==> src/rtl/fp_norm_lzc_pkg.sv <==
// Shared constants and types for the FP add/sub normalisation front-end.
package fp_norm_lzc_pkg;

  localparam int unsigned EXP_MAX = 255;

  localparam int unsigned FLG_ZERO = 0;
  localparam int unsigned FLG_OVF  = 1;
  localparam int unsigned FLG_UNF  = 2;
  localparam int unsigned FLG_W    = 3;

  typedef enum logic [1:0] {
    CLS_NORM,
    CLS_CARRY,
    CLS_ZERO,
    CLS_DENORM
  } norm_cls_e;

endpackage

==> src/rtl/fp_lzc24.sv <==
// Combinational 24-bit leading-zero counter; all-zero input yields 24.
module fp_lzc24 (
  input  logic [23:0] data,
  output logic [4:0]  lz
);

  logic [5:0] nib_any;
  logic [1:0] nib_cnt [6];
  logic [3:0] nib;

  always_comb begin
    nib = '0;
    for (int unsigned i = 0; i < 6; i++) begin
      nib        = data[4*i +: 4];
      nib_any[i] = |nib;
      nib_cnt[i] = nib[3] ? 2'd0 : nib[2] ? 2'd1 : nib[1] ? 2'd2 : 2'd3;
    end
  end

  // Walk nibbles LSB to MSB so the most significant non-zero nibble wins.
  always_comb begin
    lz = 5'd24;
    for (int unsigned i = 0; i < 6; i++) begin
      if (nib_any[i]) lz = 5'((5 - i) * 4) + {3'b000, nib_cnt[i]};
    end
  end

endmodule

==> src/rtl/fp_norm_lzc.sv <==
// Normalisation front-end: two-stage valid/ready pipeline producing shift count,
// adjusted exponent and pre-shift mantissa for the left barrel shifter.
module fp_norm_lzc
  import fp_norm_lzc_pkg::*;
#(
  parameter int unsigned MANT_W = 25,
  parameter int unsigned EXP_W  = 8,
  parameter int unsigned SH_W   = 5
) (
  input  logic              clk,
  input  logic              rst_n,
  input  logic              in_valid,
  output logic              in_ready,
  input  logic              sign_in,
  input  logic [EXP_W-1:0]  exp_in,
  input  logic [MANT_W-1:0] mant_in,
  output logic              out_valid,
  input  logic              out_ready,
  output logic              sign_out,
  output logic [EXP_W-1:0]  exp_out,
  output logic [MANT_W-1:0] mant_out,
  output logic [SH_W-1:0]   shift_amt,
  output logic              guard_out,
  output logic              zero_out,
  output logic              ovf_out,
  output logic              unf_out
);

  localparam logic [EXP_W:0] EXP_TOP = (EXP_W+1)'(EXP_MAX);

  logic              s1_valid;
  logic              s1_sign;
  logic [EXP_W-1:0]  s1_exp;
  logic [MANT_W-1:0] s1_mant;
  logic              s1_adv;
  logic              s2_adv;

  assign s2_adv   = !out_valid || out_ready;
  assign s1_adv   = !s1_valid || s2_adv;
  assign in_ready = s1_adv;

  always_ff @(posedge clk or negedge rst_n) begin
    if (!rst_n) begin
      s1_valid <= 1'b0;
      s1_sign  <= 1'b0;
      s1_exp   <= '0;
      s1_mant  <= '0;
    end else if (s1_adv) begin
      s1_valid <= in_valid;
      if (in_valid) begin
        s1_sign <= sign_in;
        s1_exp  <= exp_in;
        s1_mant <= mant_in;
      end
    end
  end

  logic [SH_W-1:0]   lz;
  logic [EXP_W:0]    exp_x;
  logic [EXP_W:0]    lz_x;
  logic [EXP_W:0]    exp_nxt;
  logic [MANT_W-1:0] n_mant;
  logic [SH_W-1:0]   n_sh;
  logic              n_guard;
  logic [FLG_W-1:0]  n_flags;
  norm_cls_e         cls;

  fp_lzc24 u_lzc (
    .data (s1_mant[MANT_W-2:0]),
    .lz   (lz)
  );

  always_comb begin
    exp_x   = {1'b0, s1_exp};
    lz_x    = (EXP_W+1)'(lz);
    exp_nxt = '0;
    n_mant  = '0;
    n_sh    = '0;
    n_guard = 1'b0;
    n_flags = '0;

    if (s1_mant[MANT_W-1])   cls = CLS_CARRY;
    else if (s1_mant == '0)  cls = CLS_ZERO;
    else if (exp_x > lz_x)   cls = CLS_NORM;
    else                     cls = CLS_DENORM;

    case (cls)
      CLS_CARRY: begin
        n_guard = s1_mant[0];
        exp_nxt = exp_x + 1'b1;
        // exp_in >= EXP_MAX-1 is the same test as exp_in+1 >= EXP_MAX in the widened domain.
        if (exp_nxt >= EXP_TOP) begin
          exp_nxt          = EXP_TOP;
          n_flags[FLG_OVF] = 1'b1;
        end else begin
          n_mant = {1'b0, s1_mant[MANT_W-1:1]};
        end
      end
      CLS_ZERO: n_flags[FLG_ZERO] = 1'b1;
      CLS_NORM: begin
        n_mant  = s1_mant;
        n_sh    = lz;
        exp_nxt = exp_x - lz_x;
      end
      CLS_DENORM: begin
        n_mant           = s1_mant;
        n_sh             = (exp_x == '0) ? '0 : SH_W'(exp_x - 1'b1);
        n_flags[FLG_UNF] = 1'b1;
      end
      default: ;
    endcase
  end

  always_ff @(posedge clk or negedge rst_n) begin
    if (!rst_n) begin
      out_valid <= 1'b0;
      sign_out  <= 1'b0;
      exp_out   <= '0;
      mant_out  <= '0;
      shift_amt <= '0;
      guard_out <= 1'b0;
      zero_out  <= 1'b0;
      ovf_out   <= 1'b0;
      unf_out   <= 1'b0;
    end else if (s2_adv) begin
      out_valid <= s1_valid;
      if (s1_valid) begin
        sign_out  <= s1_sign;
        exp_out   <= exp_nxt[EXP_W-1:0];
        mant_out  <= n_mant;
        shift_amt <= n_sh;
        guard_out <= n_guard;
        zero_out  <= n_flags[FLG_ZERO];
        ovf_out   <= n_flags[FLG_OVF];
        unf_out   <= n_flags[FLG_UNF];
      end
    end
  end

endmodule
==> config.mk <==
export PLATFORM = sky130hd
export DESIGN_NAME = fp_norm_lzc
export DESIGN_NICKNAME = d
export VERILOG_FILES = /design/src/rtl/fp_norm_lzc_pkg.sv /design/src/rtl/fp_lzc24.sv /design/src/rtl/fp_norm_lzc.sv
export SDC_FILE = /design/constraint.sdc
export NUM_CORES = 1
export LEC_CHECK = 0
export ABC_AREA = 1
export CAP_MARGIN = 20
export CORE_UTILIZATION = 35
export CTS_CLUSTER_SIZE = 12
export DETAILED_ROUTE_END_ITERATION = 8
export PLACE_DENSITY_LB_ADDON = 0.2
export SLEW_MARGIN = 0
export SYNTH_ARGS = -nofsm -noshare
export SYNTH_HDL_FRONTEND = slang
export SYNTH_SLANG_ARGS = --single-unit
==> constraint.sdc <==
create_clock -name clk -period 3.9 [get_ports clk]
set_clock_uncertainty 0.1 [all_clocks]
set_input_delay 0.39 -clock clk [delete_from_list [all_inputs] [get_ports clk]]
set_output_delay 0.39 -clock clk [all_outputs]
set_load 0.01 [all_outputs]
==> metrics.txt, run 1 <==
# TYPE chip_impl_metric gauge
chip_impl_info{name="type_of_the_worst_min_delay_path",value="register to register"} 1
chip_impl_metric{name="synth.mux.area_fraction",unit="%"} 3.17
chip_impl_metric{name="fmax",unit="GHz"} 0.285
chip_impl_metric{name="postCtsSetupRepairBufs",unit=""} 0
chip_impl_metric{name="postPlaceCellArea",unit="sq um"} 5230
chip_impl_metric{name="effective_utilization_at_floorplan",unit="%"} 36.6
chip_impl_metric{name="total_power_density_per_cell_area",unit="nW/um^2"} 558
chip_impl_metric{name="grt_util_met1",unit="%"} 26.3
chip_impl_info{name="yosys-top-cells-count",value="176 x nand2_1, 79 x dfrtp_1, 47 x inv_1"} 1
chip_impl_info{name="postSynth.topFlopCell",value="dfrtp_1"} 1
chip_impl_metric{name="ir_drop",unit="mV"} 0.235
chip_impl_info{name="worstSetupEndpointType",value="register"} 1
chip_impl_metric{name="globalplace.congestion",unit=""} 0.871
chip_impl_info{name="busiest_metal_layer_after_global_routing",value="met2"} 1
chip_impl_metric{name="slew_viol_final",unit=""} 0
chip_impl_metric{name="h_tree_lvls",unit=""} 3
chip_impl_metric{name="mappedNetlistNets",unit=""} 593
chip_impl_metric{name="worst_setup_hold_path_clk_slew",unit="ns"} 0.06
chip_impl_metric{name="finalHoldViolCount",unit=""} 0
chip_impl_info{name="synth_top_family_by_area",value="simple AND/OR/NAND/NOR gates"} 1
chip_impl_metric{name="sequential_cell_area",unit="sq um"} 1980
chip_impl_info{name="run_status",value="finished, final reports clean"} 1
chip_impl_metric{name="crit_arrival",unit="ns"} 3.63
chip_impl_metric{name="wirelength",unit="um"} 11500
chip_impl_metric{name="p_leak",unit="nW"} 2.72
chip_impl_metric{name="synthesis.area",unit="sq um"} 4270
chip_impl_metric{name="die_h",unit="um"} 112
chip_impl_metric{name="grt_first_pass_wirelength",unit="um"} 19200
chip_impl_metric{name="total_area_of_multi_input_combinational_cells",unit="sq um"} 2050
chip_impl_metric{name="pre_cts_setup_slack",unit="ns"} 0.211
chip_impl_metric{name="gr-usage-met3",unit="%"} 3.13
chip_impl_metric{name="setup_viol",unit=""} 0
chip_impl_metric{name="synth-adder-area-share",unit="%"} 3.81
chip_impl_metric{name="routed_via_density",unit=""} 4.98
chip_impl_info{name="rsz0062_at_grt",value="false"} 1
chip_impl_metric{name="worstPathRequired",unit="ns"} 4.03
chip_impl_metric{name="drtAntennaViolNets",unit=""} 0
chip_impl_metric{name="synth_async_sr_flop_share",unit="%"} 100
chip_impl_metric{name="relative_contribution_of_the_clock_network_to_total_power",unit="%"} 29.3
chip_impl_metric{name="fp.dieArea",unit="sq um"} 12600
chip_impl_info{name="ctsRootBufferMaster",value="clkbuf_16"} 1
chip_impl_metric{name="synth_compound_gate_area_share",unit="%"} 11.0
chip_impl_metric{name="use_met2",unit="%"} 31.3
chip_impl_metric{name="postSynthRegisterBits",unit=""} 79
chip_impl_metric{name="synth_xor_area_share",unit="%"} 1.44
chip_impl_metric{name="yosys.cell_types.count",unit=""} 36
chip_impl_metric{name="finalCriticalPeriod",unit="ns"} 3.51
chip_impl_metric{name="cts_buffers",unit=""} 9
chip_impl_metric{name="detail_route.iter0.violations",unit=""} 185
chip_impl_metric{name="layout_setup_ws",unit="ns"} 0.395
chip_impl_metric{name="detail_route.wl_per_cell",unit="um"} 14.8
chip_impl_metric{name="internal-power",unit="W"} 0.00209
chip_impl_metric{name="worst_case_headroom_to_the_max_slew_limit",unit="%"} 51.1
chip_impl_info{name="tritoncts",value="built"} 1
chip_impl_metric{name="rows",unit=""} 39
chip_impl_metric{name="switchingPower",unit="W"} 0.00105
chip_impl_metric{name="portBuffers",unit=""} 82
chip_impl_metric{name="fin_setup_tns",unit="ns"} 0
chip_impl_metric{name="die_w",unit="um"} 112
chip_impl_metric{name="synth_cells",unit=""} 542
chip_impl_metric{name="core_area",unit="sq um"} 11700
chip_impl_metric{name="switching_share",unit="%"} 33.5
chip_impl_metric{name="yosys.area_share.simple",unit="%"} 27.8
chip_impl_metric{name="grt_remaining_overflow",unit=""} 0
chip_impl_metric{name="reg2reg_slack",unit="ns"} 0.39
chip_impl_metric{name="tightestPinTransition",unit="ns"} 0.731
chip_impl_metric{name="via_count_of_the_first_global_routing_pass",unit=""} 3946
chip_impl_metric{name="period_share",unit="%"} 89.9
chip_impl_metric{name="synthesis.area_per_instance",unit="sq um"} 7.88
chip_impl_metric{name="pin_count_of_the_biggest_net_entering_global_routing",unit=""} 80
chip_impl_metric{name="synth_edf_count",unit=""} 0
chip_impl_metric{name="path_max_fanout",unit=""} 15
chip_impl_metric{name="area_overhead_of_the_layout_relative_to_synthesis",unit="%"} 31.7
chip_impl_metric{name="ctsLongestPathBuffers",unit=""} 2
chip_impl_metric{name="dr.pass1.iters",unit=""} 4
chip_impl_metric{name="nNetsFinal",unit=""} 676
chip_impl_metric{name="dp.final_hpwl",unit="um"} 8520
chip_impl_metric{name="antenna_cells",unit=""} 0
chip_impl_metric{name="post_route_cells_drive_above_1_share",unit="%"} 9.21
chip_impl_metric{name="cts_sinks",unit=""} 79
chip_impl_metric{name="layout.filler_cells",unit=""} 1194
chip_impl_metric{name="final_core_util",unit="%"} 48.2
chip_impl_metric{name="floorplan.io_pins",unit=""} 83
chip_impl_metric{name="totalPowerFinal",unit="W"} 0.00314
chip_impl_info{name="worstSetupPathType",value="register to register"} 1
chip_impl_metric{name="share_seq_of_total_power",unit="%"} 37.3
chip_impl_metric{name="route.vias.total",unit=""} 3849
chip_impl_metric{name="insertion_delay",unit="ns"} 0.34
chip_impl_metric{name="gr-usage-all-layers",unit="%"} 19.3
chip_impl_metric{name="cap_viol_max_count",unit=""} 0
chip_impl_metric{name="synth-seq-area-share",unit="%"} 46.3
chip_impl_metric{name="synthDominantCellAreaShare",unit="%"} 46.3
chip_impl_metric{name="layout.cell_area.non_filler",unit="sq um"} 5620
chip_impl_metric{name="synth_warnings",unit=""} 0
chip_impl_info{name="critPathLaunchType",value="register"} 1
chip_impl_info{name="synth_top_area_cell",value="dfrtp_1"} 1
chip_impl_info{name="netlist_top_cells_area",value="dfrtp_1 46%, nand2_1 15%, a21oi_1 4.6%"} 1
chip_impl_metric{name="share_comb_of_total_power",unit="%"} 33.4
chip_impl_info{name="synthMostInstantiatedCell",value="nand2_1"} 1
chip_impl_metric{name="grt_antenna_before_repair",unit=""} 0
chip_impl_metric{name="drcViolationCount",unit=""} 0
==> worst paths after layout <==
path,depth (start not counted),end,from
hold reg to reg,2,unf_out,unf_out
max in group asynchronous,3,mant_out[10],rst_n
setup reg to reg,15,shift_amt[4],s1_mant[19]
min in group asynchronous,2,s1_exp[6],rst_n
hold / removal,2,unf_out,unf_out
setup / recovery,15,shift_amt[4],s1_mant[19]
==> flip-flops by register name (all words and copies together), names as in the netlist, 5 cells and up <==
| name | count |
|---|---|
| exp_out | 8 |
| mant_out | 25 |
| s1_exp | 8 |
| shift_amt | 5 |
| s1_mant | 25 |
==> layout make-up <==
class | count | share of cell area [%]
Multi-Input combinational cell | 395 | 36.4
Sequential cell | 79 | 35.2
Timing Repair Buffer | 92 | 16.2
Clock buffer | 9 | 4.01
Inverter | 48 | 3.27
Tap cell | 143 | 3.18
Clock inverter | 7 | 1.71
==> through the flow <==
stage               hold slack (ns)  std cells
floorplan                  -0.00559        542
detailed placement            0.365        755
finish                        0.380        773
CTS                           0.168        771
global route                  0.399        773
global placement              0.365        755
==> placed cells by master (no fill, tap or decap), drive strengths merged <==
master,count
nand3,45
bufinv,2
nor3,3
o211ai,2
xor2,5
nor4,1
nand3b,2
buf,10
o2111ai,2
clkdlybuf4s50,81
clkbuf,9
dlygate4sd3,1
o21ai,23
clkinvlp,1
a22o,4
or2,1
dfrtp,79
nand4,5
inv,48
a21oi,40
clkinv,4
mux2,12
ha,13
nor2,46
a21boi,2
xnor2,2
a211oi,1
o31ai,3
o22ai,4
nand2,177
a21o,1
or3,1
==> worst max-delay path, stage by stage (launching register included) <==
cell,delay [ns]
dfrtp_1,0.43
nor2_1,0.18
nand3_1,0.13
nor2_1,0.25
o31ai_1,0.17
ha_1,0.36
a21oi_1,0.15
inv_1,0.08
a211oi_2,0.27
nand3_1,0.14
nand3_1,0.10
nand2_1,0.10
ha_2,0.37
buf_4,0.22
nor2_2,0.10
a22o_1,0.24
==> power groups by stage <==
stage	logic [W]	registers, W	clock network [W]
after floorplan	0.000492	0.00122	0
after global placement	0.00104	0.00118	0
after detailed placement	0.00104	0.00118	0
after CTS	0.00105	0.00117	0.000939
after global routing	0.00116	0.00119	0.000970
final	0.00105	0.00117	0.000920
==> layer usage <==
layer / vias to the layer above / wire length (um)
li1: 1923 / -
met1: 1822 / 5390
met2: 88 / 5370
met3: 16 / 490
met4: 0 / 221
met5: - / 0
==> cell families after synthesis <==
group                      count (synthesis)
AOI/OAI and AO/OA                         82
xor gates and xnor gates                   7
adders and majority gates                 13
buffers and inverters                     68
DFF                                       79
muxes                                     12
and+or+nand+nor                          281
==> repair_timing <==
action	in CTS	in global routing
hold buffers	0	1
setup endpoints to repair	0	38
hold endpoints to repair	0	36
resized for setup	0	13
Note: power is estimated with default switching activity, not from simulation.
==> inputs of run 2 (changes only) <==
Settings changed: SKIP_CTS_REPAIR_TIMING from default to 1, SKIP_LAST_GASP from default to 1.
==> results of run 2 <==
No change in the layout: final DEF, timing and power equal those of run 1.
==> edit (config.mk and constraints of run 2) <==
Make the reset (`rst_n`) synchronous in 2 clocked blocks.
--- a/src/rtl/fp_norm_lzc.sv
+++ b/src/rtl/fp_norm_lzc.sv
@@ -39,7 +39,7 @@
   assign s1_adv   = !s1_valid || s2_adv;
   assign in_ready = s1_adv;
 
-  always_ff @(posedge clk or negedge rst_n) begin
+  always_ff @(posedge clk) begin
     if (!rst_n) begin
       s1_valid <= 1'b0;
       s1_sign  <= 1'b0;
@@ -111,7 +111,7 @@
     endcase
   end
 
-  always_ff @(posedge clk or negedge rst_n) begin
+  always_ff @(posedge clk) begin
     if (!rst_n) begin
       out_valid <= 1'b0;
       sign_out  <= 1'b0;
Check against the original RTL: differs if rst_n is asserted again (counterexample within 4 cycles, from zero or initial values and one cycle with rst_n low); with rst_n held inactive, the same outputs for 4 cycles.
==> edit against run 2 <==
  * Setup slack improved by 40 ps
  * Sequential share of layout area shrank 5.5 points
  * Sequential cell count unchanged
  * Routed wire length increased by 2.2%
  * Area after synthesis fell by 6.1%
  * Total power down 24%
  * Count of clock-buffer cells in the layout is 2 higher
  * Cell area down 5.1%
==> edit: results (changes against run 2) <==
Critical path
  – Reg2Reg Setup Slack: 440 ps (+40 ps)
  – Worst-path maximum fanout: 4 (-11)
  – CP max-delay cell: dfxtp_1
  – Reg2Reg Depth: 25 (+10)
  – Crit path to: shift_amt[1]
  – Critical Path Start: s1_mant[11]

Min path
  – Hold Path Sink: mant_out[24]
  – Hold_sp: mant_out[24]

Global route
  – Grt met3 use: 0.0395 (+0.00813)
  – First-pass GRT wire length: 18.9 mm (-1.8%)
  – Number of global-route vias before repair: 3,911 (-0.89%)
  – Met1 Use GR: 0.269 (+0.00545)
  – Met2 usage in global routing: 0.345 (+0.0319)
  – Overall Global Routing Usage: 0.207 (+0.0135)

Clock tree
  – CTS max path bufs: 2 (unchanged)
  – H-tree levels: 3 (unchanged)

Detailed routing
  – Wl on met1: 5.50 mm (+2.2%)
  – DR WL met3: 454 um (-7.3%)
  – Final wirelength: 11.7 mm (+2.2%)
  – Met2 Wirelength: 5.61 mm (+4.5%)
  – Vias: 4,017 (+4.4%)

Logic synthesis
  – Synth top cells by count: 126 x nand2_1, 86 x a21oi_1, 79 x dfxtp_1, 61 x o21ai_0, 58 x inv_1
  – Syn Nets: 625 (+5.4%)
  – Post-Syn Instances: 574 (+5.9%)
  – Top cells by area, synth: dfxtp_1 39%, nand2_1 12%, a21oi_1 11%
  – Post-synthesis sequential area ratio: 0.395 (-0.0684)
  – Most common flop cell mapped by yosys: dfxtp_1
  – Async SR Flop Fraction: 0 (-1.00)

Cells and area
  – Regs by FF count: mant_out: 25 flops, s1_mant: 25 flops
  – Fill cells: 1,119 (-6.3%)
  – Final nets: 700 (+3.6%)
  – Layout cells sized above 1: 0.0749 (-0.0171)

Placed design
  – Post-DP HPWL: 8.55 mm (+0.38%)
  – Routability cong.: 0.926 (+6.3%)
  – Placed Instances: 777 (+2.9%)
  – Placed Area: 0.00493 mm2 (-5.8%)
  – Pre-CTS setup slack: 78.6 ps (-133 ps)

Power
  – Logic pwr share: 0.239 (-0.095)
  – Comb. pwr: 0.569 mW (-46%)
  – Peak supply drop: 0.221 mV (-5.8%)
  – Clk power: 0.913 mW (-0.8%)
  – Sw Ratio: 0.301 (-0.0337)

Timing
  – Maximum clock frequency: 0.289 GHz (+1.2%)
  – Slew @ Worst Pin: 827 ps (+96.0 ps)

Run status
  – Outcome: complete, no violations
==> edit: changes by cell type in the layout (fill, tap and decap cells not counted), sizes merged, moves of 4 or more <==
cell	delta
a21oi	+46
a22o	-4
a22oi	+4
dfrtp	-79
dfxtp	+79
inv	+11
mux2	-12
nand2	-50
nor2	-18
nor3	+4
o21ai	+44
==> edit: kinds of logic (layout without fill, tap and decap cells) <==
family	Yosys count	in the layout	share of synthesized area
flops	79	79	0.395
compound gates	170	170	0.225
simple gates	215	215	0.227
buf+inv	88	168	0.0930
fa+ha+maj	13	13	0.0406
xor+xnor	9	9	0.0197
==> edit: layout make-up <==
| type | instances | area, um2 | area share |
|---|---|---|---|
| Clock buffer | 11 | 243 | 0.0455 |
| Timing Repair Buffer | 93 | 915 | 0.171 |
| Inverter | 59 | 221 | 0.0415 |
| Tap cell | 140 | 175 | 0.0328 |
| Clock inverter | 5 | 81.3 | 0.0152 |
| Sequential cell | 79 | 1580 | 0.297 |
| Multi-Input combinational cell | 407 | 2120 | 0.397 |
